<file path="config.mk">
export PLATFORM = sky130hd
export DESIGN_NAME = vga_timing_generator
export DESIGN_NICKNAME = d
export VERILOG_FILES = /design/src/rtl/vga_timing_generator.sv
export SDC_FILE = /design/constraint.sdc
export NUM_CORES = 1
export LEC_CHECK = 0
export CORE_MARGIN = 4
export CORE_UTILIZATION = 50
export CTS_CLUSTER_SIZE = 14
export DETAILED_ROUTE_END_ITERATION = 6
export HOLD_SLACK_MARGIN = 0.08
export MAX_ROUTING_LAYER = met4
export PLACE_DENSITY = 0.71
export SETUP_SLACK_MARGIN = 0.4
export SLEW_MARGIN = 20
export SYNTH_ARGS = -nofsm -noshare
export SYNTH_HDL_FRONTEND = slang
export SYNTH_SLANG_ARGS = --single-unit
</file>
<file path="constraint.sdc">
create_clock -name i_clk -period 11.21 [get_ports i_clk]
set_input_delay 2.242 -clock i_clk [delete_from_list [all_inputs] [get_ports i_clk]]
set_output_delay 2.242 -clock i_clk [all_outputs]
set_load 0.005 [all_outputs]
</file>
<file path="src/rtl/vga_timing_generator.sv">
// VGA timing generator: pixel-tick driven x/y counters with frame-boundary
// shadowing of run-time mode inputs, registered sync/video/strobe outputs.
module vga_timing_generator #(
  parameter int unsigned XW = 10,
  parameter int unsigned YW = 10
) (
  input  logic          i_clk,
  input  logic          i_rst_n,
  input  logic          i_pixel_clk,
  input  logic          i_enable,
  input  logic [XW-1:0] i_h_active,
  input  logic [XW-1:0] i_h_front,
  input  logic [XW-1:0] i_h_sync,
  input  logic [XW-1:0] i_h_back,
  input  logic [YW-1:0] i_v_active,
  input  logic [YW-1:0] i_v_front,
  input  logic [YW-1:0] i_v_sync,
  input  logic [YW-1:0] i_v_back,
  input  logic          i_hsync_pol,
  input  logic          i_vsync_pol,
  output logic          o_hsync,
  output logic          o_vsync,
  output logic [XW-1:0] o_xposition,
  output logic [YW-1:0] o_yposition,
  output logic          o_video_on,
  output logic          o_line_end,
  output logic          o_frame_end,
  output logic          o_config_error
);

  localparam int unsigned HCW = XW + 2;
  localparam int unsigned VCW = YW + 2;
  localparam logic [HCW-1:0] H_LIMIT = HCW'(1) << XW;
  localparam logic [VCW-1:0] V_LIMIT = VCW'(1) << YW;

  logic r_pix_s1, r_pix_s2, r_pix_prev;
  logic w_tick;

  logic [XW-1:0] r_sh_ha, r_sh_hf, r_sh_hs, r_sh_hb;
  logic [YW-1:0] r_sh_va, r_sh_vf, r_sh_vs, r_sh_vb;
  logic          r_sh_hpol, r_sh_vpol;

  logic [XW-1:0] w_sh_ha_n, w_sh_hf_n, w_sh_hs_n, w_sh_hb_n;
  logic [YW-1:0] w_sh_va_n, w_sh_vf_n, w_sh_vs_n, w_sh_vb_n;
  logic          w_sh_hpol_n, w_sh_vpol_n;

  logic [HCW-1:0] w_h_tot, w_h_tot_n, w_hs_lo_n, w_hs_hi_n, w_x_ext_n;
  logic [VCW-1:0] w_v_tot, w_v_tot_n, w_vs_lo_n, w_vs_hi_n, w_y_ext_n;
  logic           w_bad, w_bad_n, w_run, w_load;
  logic           w_x_last, w_y_last;

  logic [XW-1:0] r_x, w_x_n;
  logic [YW-1:0] r_y, w_y_n;
  logic          r_hsync, r_vsync, r_video_on, r_line_end, r_frame_end, r_cfg_err;

  // PixelClock synchroniser and falling-edge detect
  always_ff @(posedge i_clk or negedge i_rst_n) begin
    if (!i_rst_n) begin
      r_pix_s1   <= 1'b0;
      r_pix_s2   <= 1'b0;
      r_pix_prev <= 1'b0;
    end else begin
      r_pix_s1   <= i_pixel_clk;
      r_pix_s2   <= r_pix_s1;
      r_pix_prev <= r_pix_s2;
    end
  end

  assign w_tick = r_pix_prev & ~r_pix_s2;

  // Totals and legality of the active (shadow) mode
  always_comb begin
    w_h_tot = HCW'(r_sh_ha) + HCW'(r_sh_hf) + HCW'(r_sh_hs) + HCW'(r_sh_hb);
    w_v_tot = VCW'(r_sh_va) + VCW'(r_sh_vf) + VCW'(r_sh_vs) + VCW'(r_sh_vb);
    w_bad   = (w_h_tot > H_LIMIT) || (w_v_tot > V_LIMIT) ||
              (r_sh_hs == '0) || (r_sh_vs == '0) ||
              (r_sh_ha == '0) || (r_sh_va == '0);
  end

  assign w_run    = i_enable & ~w_bad;
  assign w_x_last = (HCW'(r_x) == (w_h_tot - HCW'(1)));
  assign w_y_last = (VCW'(r_y) == (w_v_tot - VCW'(1)));
  // Reload while idle/illegal, otherwise only on the tick that wraps the frame
  assign w_load   = ~w_run | (w_tick & w_x_last & w_y_last);

  always_comb begin
    w_sh_ha_n   = r_sh_ha;
    w_sh_hf_n   = r_sh_hf;
    w_sh_hs_n   = r_sh_hs;
    w_sh_hb_n   = r_sh_hb;
    w_sh_va_n   = r_sh_va;
    w_sh_vf_n   = r_sh_vf;
    w_sh_vs_n   = r_sh_vs;
    w_sh_vb_n   = r_sh_vb;
    w_sh_hpol_n = r_sh_hpol;
    w_sh_vpol_n = r_sh_vpol;
    if (w_load) begin
      w_sh_ha_n   = i_h_active;
      w_sh_hf_n   = i_h_front;
      w_sh_hs_n   = i_h_sync;
      w_sh_hb_n   = i_h_back;
      w_sh_va_n   = i_v_active;
      w_sh_vf_n   = i_v_front;
      w_sh_vs_n   = i_v_sync;
      w_sh_vb_n   = i_v_back;
      w_sh_hpol_n = i_hsync_pol;
      w_sh_vpol_n = i_vsync_pol;
    end
  end

  always_ff @(posedge i_clk or negedge i_rst_n) begin
    if (!i_rst_n) begin
      r_sh_ha   <= '0;
      r_sh_hf   <= '0;
      r_sh_hs   <= '0;
      r_sh_hb   <= '0;
      r_sh_va   <= '0;
      r_sh_vf   <= '0;
      r_sh_vs   <= '0;
      r_sh_vb   <= '0;
      r_sh_hpol <= 1'b0;
      r_sh_vpol <= 1'b0;
    end else begin
      r_sh_ha   <= w_sh_ha_n;
      r_sh_hf   <= w_sh_hf_n;
      r_sh_hs   <= w_sh_hs_n;
      r_sh_hb   <= w_sh_hb_n;
      r_sh_va   <= w_sh_va_n;
      r_sh_vf   <= w_sh_vf_n;
      r_sh_vs   <= w_sh_vs_n;
      r_sh_vb   <= w_sh_vb_n;
      r_sh_hpol <= w_sh_hpol_n;
      r_sh_vpol <= w_sh_vpol_n;
    end
  end

  // Position counters
  always_comb begin
    w_x_n = r_x;
    w_y_n = r_y;
    if (!w_run) begin
      w_x_n = '0;
      w_y_n = '0;
    end else if (w_tick) begin
      if (w_x_last) begin
        w_x_n = '0;
        w_y_n = w_y_last ? '0 : r_y + YW'(1);
      end else begin
        w_x_n = r_x + XW'(1);
      end
    end
  end

  // Output decode uses the mode that will be in force alongside the new position
  always_comb begin
    w_h_tot_n = HCW'(w_sh_ha_n) + HCW'(w_sh_hf_n) + HCW'(w_sh_hs_n) + HCW'(w_sh_hb_n);
    w_v_tot_n = VCW'(w_sh_va_n) + VCW'(w_sh_vf_n) + VCW'(w_sh_vs_n) + VCW'(w_sh_vb_n);
    w_bad_n   = (w_h_tot_n > H_LIMIT) || (w_v_tot_n > V_LIMIT) ||
                (w_sh_hs_n == '0) || (w_sh_vs_n == '0) ||
                (w_sh_ha_n == '0) || (w_sh_va_n == '0);
    w_hs_lo_n = HCW'(w_sh_ha_n) + HCW'(w_sh_hf_n);
    w_hs_hi_n = w_hs_lo_n + HCW'(w_sh_hs_n);
    w_vs_lo_n = VCW'(w_sh_va_n) + VCW'(w_sh_vf_n);
    w_vs_hi_n = w_vs_lo_n + VCW'(w_sh_vs_n);
    w_x_ext_n = HCW'(w_x_n);
    w_y_ext_n = VCW'(w_y_n);
  end

  always_ff @(posedge i_clk or negedge i_rst_n) begin
    if (!i_rst_n) begin
      r_x         <= '0;
      r_y         <= '0;
      r_hsync     <= 1'b1;
      r_vsync     <= 1'b1;
      r_video_on  <= 1'b0;
      r_line_end  <= 1'b0;
      r_frame_end <= 1'b0;
      r_cfg_err   <= 1'b0;
    end else begin
      r_x       <= w_x_n;
      r_y       <= w_y_n;
      r_cfg_err <= w_bad_n;
      if (!w_run) begin
        r_hsync     <= ~w_sh_hpol_n;
        r_vsync     <= ~w_sh_vpol_n;
        r_video_on  <= 1'b0;
        r_line_end  <= 1'b0;
        r_frame_end <= 1'b0;
      end else begin
        r_hsync     <= ((w_x_ext_n >= w_hs_lo_n) && (w_x_ext_n < w_hs_hi_n)) ?
                       w_sh_hpol_n : ~w_sh_hpol_n;
        r_vsync     <= ((w_y_ext_n >= w_vs_lo_n) && (w_y_ext_n < w_vs_hi_n)) ?
                       w_sh_vpol_n : ~w_sh_vpol_n;
        r_video_on  <= (w_x_n < w_sh_ha_n) && (w_y_n < w_sh_va_n);
        r_line_end  <= w_tick & w_x_last;
        r_frame_end <= w_tick & w_x_last & w_y_last;
      end
    end
  end

  assign o_xposition    = r_x;
  assign o_yposition    = r_y;
  assign o_hsync        = r_hsync;
  assign o_vsync        = r_vsync;
  assign o_video_on     = r_video_on;
  assign o_line_end     = r_line_end;
  assign o_frame_end    = r_frame_end;
  assign o_config_error = r_cfg_err;

endmodule

</file>
# Word level (Yosys, flattened, before mapping)

Index checks and enable logic that the tools add are counted.

Add/sub/neg operators: 16
Multiply operators: 0
Divide/modulo/power cells: 0
Order comparisons: 10
Equal/unequal tests: 2
Shift operators: 0
Multiplexer cells: 24
Bitwise logic cells: 10
Reduce and logical (&&, ||, !) cells: 21

Operators by type and width:

| cell                                                 | count |
|---|---|
| 2-to-1 mux 10 bit                                    | 15 |
| zero test 10 bit                                     | 8 |
| adder 11 x 10 -> 12 bit                              | 4 |
| adder 12 x 10 -> 12 bit                              | 4 |
| > comparator 12 x 11 -> 1 bit, second input constant | 4 |
| adder 10 x 10 -> 11 bit                              | 4 |
| equality test 10 x 12 -> 1 bit                       | 2 |
| less-than comparator 10 x 12 -> 1 bit                | 2 |
| subtractor 12 x 1 -> 12 bit, second input constant   | 2 |
| greater-or-equal comparator 10 x 11 -> 1 bit         | 2 |
| adder 10 x 1 -> 10 bit, second input constant        | 2 |
| less-than comparator 10 bit                          | 2 |
| logical OR 1 bit                                     | 10 |
| 2-to-1 mux 1 bit                                     | 9 |
| NOT 1 bit                                            | 5 |
| AND 1 bit                                            | 4 |
| logical AND 1 bit                                    | 3 |
| bitwise OR 1 bit                                     | 1 |

Register bits: 111
Bits in latches: 0
Memory bits (writable): 0
ROM bits: 0
Input bits: 86
Output and inout bits: 26
Logic and storage cells: 104
Memories kept: 0

# Logic depth before layout (Yosys ltp)

Gate-level depths: netlist of run 1.

Word-level depth: 23
Mapped depth: 42
Depth with buffers taken out: 38

# Worst setup path before layout of run 1

No wires, ideal clock.

Kind: flip-flop to flip-flop
From: reg r_sh_va[1]
To: reg r_cfg_err (netlist: o_config_error)
Library setup time: 0.127 ns
Arrival: 9.070 ns
Data required time: 11.083 ns
Setup slack: 2.013 ns
Stages on the path, launching flop included: 40
Buffers on the path: 4
Period minus slack after synthesis: 9.197 ns
Path through: dfrtp_1 -> inv_1 -> fa_1 -> inv_1 -> fa_1 -> ha_1 -> fa_1 -> nor3_1 -> nor2b_1 -> o221ai_1 -> or3_1 -> a211oi_1 -> o2111ai_1 -> a31oi_2 -> a21o_1 -> buf_4 -> clkbuf_1 -> clkbuf_1 -> [4 not listed] -> a21o_1 -> or2_2 -> o22a_1 -> xor2_1 -> ha_1 -> a21oi_1 -> o21ai_0 -> a21o_1 -> a21o_1 -> xor2_1 -> ha_1 -> a21oi_1 -> xnor2_1 -> nor3_1 -> a21oi_1 -> or3b_2 -> mux2i_1 -> o31ai_1

Word-level cells in the longest chain between the ends: 23
Elaborated cells between the ends (all ways): 42
Those cells by class: add/sub (10); order compare (3); eq/ne (1); mux (8); bitwise (5); reduce/logical (15)

RTL lines:

| item                              | RTL line | text |
|---|---|---|
| start: declaration                | 40       | `logic [YW-1:0] r_sh_va, r_sh_vf, r_sh_vs, r_sh_vb;` |
| start signal: assignment          | 128      | `r_sh_va <= w_sh_va_n;` |
| adder 10 x 10 -> 11 bit           | 74       | `w_v_tot = VCW'(r_sh_va) + VCW'(r_sh_vf) + VCW'(r_sh_vs) + VCW'(r_sh_vb);` |
| adder 11 x 10 -> 12 bit           | 74       |  |
| adder 12 x 10 -> 12 bit           | 74       |  |
| > comparator 12 x 11 -> 1 bit     | 75       | `w_bad = (w_h_tot > H_LIMIT) \|\| (w_v_tot > V_LIMIT) \|\|` |
| logical OR 1 bit (2 in a row)     | 75       |  |
| logical OR 1 bit (2 in a row)     | 76       | `(r_sh_hs == '0) \|\| (r_sh_vs == '0) \|\|` |
| logical OR 1 bit                  | 77       | `(r_sh_ha == '0) \|\| (r_sh_va == '0);` |
| NOT 1 bit                         | 80       | `assign w_run = i_enable & ~w_bad;` |
| [4 not listed]                    | -        |  |
| net w_sh_hf_n[3]                  | 43       | `logic [XW-1:0] w_sh_ha_n, w_sh_hf_n, w_sh_hs_n, w_sh_hb_n;` |
| adder 10 x 10 -> 11 bit (*)       | 156      | `w_h_tot_n = HCW'(w_sh_ha_n) + HCW'(w_sh_hf_n) + HCW'(w_sh_hs_n) + HCW'(w_sh_hb_n);` |
| adder 11 x 10 -> 12 bit (*)       | 156      |  |
| adder 12 x 10 -> 12 bit (*)       | 156      |  |
| > comparator 12 x 11 -> 1 bit (*) | 158      | `w_bad_n = (w_h_tot_n > H_LIMIT) \|\| (w_v_tot_n > V_LIMIT) \|\|` |
| logical OR 1 bit (*) (2 in a row) | 158      |  |
| logical OR 1 bit (*) (2 in a row) | 159      | `(w_sh_hs_n == '0) \|\| (w_sh_vs_n == '0) \|\|` |
| logical OR 1 bit (*)              | 160      | `(w_sh_ha_n == '0) \|\| (w_sh_va_n == '0);` |
| net w_bad_n                       | 49       | `logic w_bad, w_bad_n, w_run, w_load;` |
| end signal: assignment            | 182      | `r_cfg_err <= w_bad_n;` |
| end: declaration                  | 54       | `logic r_hsync, r_vsync, r_video_on, r_line_end, r_frame_end, r_cfg_err;` |

The timed path passes the listed nets; every way through them passes the cells marked *.

# Final worst setup path of run 1

From: reg r_sh_va[1]
To: reg r_hsync (netlist: o_hsync)

Word-level cells in the longest chain between the ends: 20
Elaborated cells between the ends (all ways): 30
Those cells by class: add/sub (6); order compare (3); eq/ne (1); mux (7); bitwise (6); reduce/logical (7)

RTL lines:

| item                                  | RTL line | text |
|---|---|---|
| adder 10 x 10 -> 11 bit               | 74       |  |
| adder 11 x 10 -> 12 bit               | 74       |  |
| adder 12 x 10 -> 12 bit               | 74       |  |
| > comparator 12 x 11 -> 1 bit         | 75       |  |
| logical OR 1 bit (2 in a row)         | 75       |  |
| logical OR 1 bit (2 in a row)         | 76       |  |
| logical OR 1 bit                      | 77       |  |
| NOT 1 bit                             | 80       |  |
| [2 not listed]                        | -        |  |
| bitwise OR 1 bit                      | 84       | `assign w_load = ~w_run \| (w_tick & w_x_last & w_y_last);` |
| 2-to-1 mux 10 bit                     | 97       | `if (w_load) begin` |
| adder 10 x 10 -> 11 bit               | 161      | `w_hs_lo_n = HCW'(w_sh_ha_n) + HCW'(w_sh_hf_n);` |
| adder 11 x 10 -> 12 bit               | 162      | `w_hs_hi_n = w_hs_lo_n + HCW'(w_sh_hs_n);` |
| less-than comparator 10 x 12 -> 1 bit | 190      | `r_hsync <= ((w_x_ext_n >= w_hs_lo_n) && (w_x_ext_n < w_hs_hi_n)) ?` |
| logical AND 1 bit                     | 190      |  |
| 2-to-1 mux 1 bit                      | 190      |  |
| 2-to-1 mux 1 bit (*)                  | 183      | `if (!w_run) begin` |
| end signal: assignment                | 184      | `r_hsync <= ~w_sh_hpol_n;` |
| end signal: assignment                | 190      |  |
| end: declaration                      | 54       |  |

Every way passes the cells marked *; elsewhere a longest branch is shown, timed or not.

==> metrics.cfg, run 1 <==
[run_status]
status = finished, final reports clean

[worst_setup_path]
critPathBufInv = 4
crit_type = flip-flop to flip-flop
arrival_ps = 10430
critPathMaxFanout = 54
worstSetupStartpointType = flip-flop
required_ps = 11520
cp_slowest_cell = a21o_4
critPathMaxStageDelay_ps = 610
cp_top_family = compound AO/OA/AOI/OAI gates
crit_path_end_kind = flip-flop

[placement]
pre_cts_ws_ps = 1110
port_buffers = 111
place_congestion = 0.973
dp_cells = 1710
hpwl_um = 28300

[timing]
layout_setup_ws_ps = 1080
hold_ws_ps = 356
rsz0062_at_grt = false
finalCriticalPeriod_ps = 10130
period_share = 0.904
drv_slew = 0
worst_pin_slew_ps = 895
final_hold_viol_count = 0
fmax_mhz = 98.7
fin_skew_ps = 16.5
slew_headroom = 0.404
fin_setup_tns_ps = 0
finalSetupViolCount = 0

[route]
finalWirelength_um = 34100
ant_nets = 0
firstDrtPassIters = 5
num_vias = 9934
drt_iter0_markers = 731
routedWlPerCell_um = 19.8
drt-vias-per-instance = 5.76
remaining_drc_errors = 0

[finish]
fin_cells = 1726
fin_nets = 1713
drive_gt1_frac = 0.0333
antennaDiodeCount = 0
fill_cells = 2049
area_growth_pct = 14.8

[grt]
grt_pass1_wl_um = 53100
grt_pass1_vias = 9778
grt_max_degree = 69
overflow = 0
globalRouteTotalUtil = 0.271
antenna_found_initial = 1

[logic_synthesis]
ys.warnings.count = 0
synth_area_leader_cell = dfrtp_1
synth_cells = 1340
synth-seq-cells = 111
synth_adder_area_share = 0.237
synthSimpleGateAreaFrac = 0.175
synth_top_family_by_area = adder cells
seq_area_frac_synth = 0.241
yosysMostFrequentCell = nand2_1
synthMuxAreaShare = 0.0184
syn-cell-area_sq_um = 11500
ys_top_cells_by_count = nand2_1, ha_1, inv_1, dfrtp_1, a21oi_1
ys.flop_type = dfrtp_1
synth_top_area_frac = 0.237
synth_edf_count = 0
async_flop_share = 1.00
yosysUniqueCellTypes = 82
synth_fp_nets = 1617
synthXorXnorAreaFrac = 0.0960
postSynthAreaPerCell_sq_um = 8.61
synth.area.top_cells = dfrtp_1, ha_1, fa_1
synth_compound_area_frac = 0.173

[cts]
clk_pin_slew_ps = 90
cts_tree = built
htreeDepth = 3
cts_sinks = 111
ctsResizeCount = 0
ctsHoldBuffers = 0
cts_setup_buffers = 0
numCtsBuffers = 9
cts_root_buf = clkbuf_16
clock_latency_ps = 370
clock_path_buffers = 2

[floorplan]
die_w_um = 160
fp.dieH_um = 160
row_count = 55
initial_core_util = 0.509
coreArea_sq_um = 22600
dieArea_sq_um = 25600
ios = 112

[hold_path]
hp-class = flip-flop to flip-flop

[job]
cap_viol_max_count = 0

==> flip-flops by register name, indices dropped and copies added (netlist names), 10 cells and up <==
| signal | count |
|---|---|
| o_xposition | 10 |
| r_sh_ha | 10 |
| r_sh_vb | 10 |
| r_sh_vs | 10 |
| r_sh_vf | 10 |
| r_sh_va | 10 |
| r_sh_hb | 10 |
| o_yposition | 10 |
| r_sh_hs | 10 |
| r_sh_hf | 10 |
==> layout by cell type (no fill, tap or decap), drive strengths merged, types with 20 or more instances in the layout <==
master	n
xnor2	63
nand2	197
nand2b	22
dfrtp	109
o21ai	63
nor2	54
nand3	27
a21o	39
inv	146
a21oi	69
ha	147
clkdlybuf4s50	110
fa	44
xor2	53
nor2b	20
==> layer usage <==
layer	vias to the layer above	GRT usage	part of all wire
met2	287	0.418	0.46
met1	4759	0.368	0.45
met5	-	-	0
met4	0	0.0684	0.019
met3	45	0.0560	0.070
li1	4843	-	-
==> cell type report <==
type / count / area [sq um] / share of cell area
inverter: 144 / 541 / 0.0408
timing repair buffer: 119 / 1170 / 0.0883
clock buffer: 11 / 243 / 0.0183
multi-input combinational: 1051 / 8090 / 0.611
tap: 285 / 357 / 0.0269
clock inverter: 5 / 63.8 / 0.00482
sequential: 111 / 2780 / 0.210
==> path summary, 6_finish.rpt <==
kind,startpoint,end,slack (ps),cells past startpoint
worst max-delay path,r_sh_va[1],o_hsync,1080,36
worst min-delay path,r_pix_s1,r_pix_s2,360,0
worst max register to register,r_sh_va[1],o_hsync,1080,36
worst min register to register,r_pix_s1,r_pix_s2,360,0
max in group asynchronous,i_rst_n,r_sh_hs[6],8010,2
min in group asynchronous,i_rst_n,r_sh_vs[1],1890,1
==> logic make-up after synthesis <==
kind of cell	after synthesis
AOI/OAI and AO/OA	294
and+or+nand+nor	424
xor gates and xnor gates	120
adders and majority gates	192
muxes	21
DFF	111
buffers and inverters	178
==> through the flow <==
step	area, sq um	util
after floorplan	11500	-
after global placement	12900	0.571
after detailed placement	12900	0.571
after CTS	13200	0.585
after global routing	13200	0.585
final	13200	0.585
Power of run 1 is left out: the tool's default activity adds up to more than one toggle a clock period on the data nets, which glitch-free logic cannot reach.
==> run 2, diff against run 1 <==
==> constraint.sdc (replaced) <==
create_clock -name i_clk -period 11.21 [get_ports i_clk]
set_input_delay 2.242 -clock i_clk [delete_from_list [all_inputs] [get_ports i_clk]]
set_output_delay 2.242 -clock i_clk [all_outputs]
set_load 0.1 [all_outputs]
==> results of run 2 <==
Same layout as run 1 (identical final DEF). Status: finished, final reports clean.
Power of run 2 is left out for the same reason.
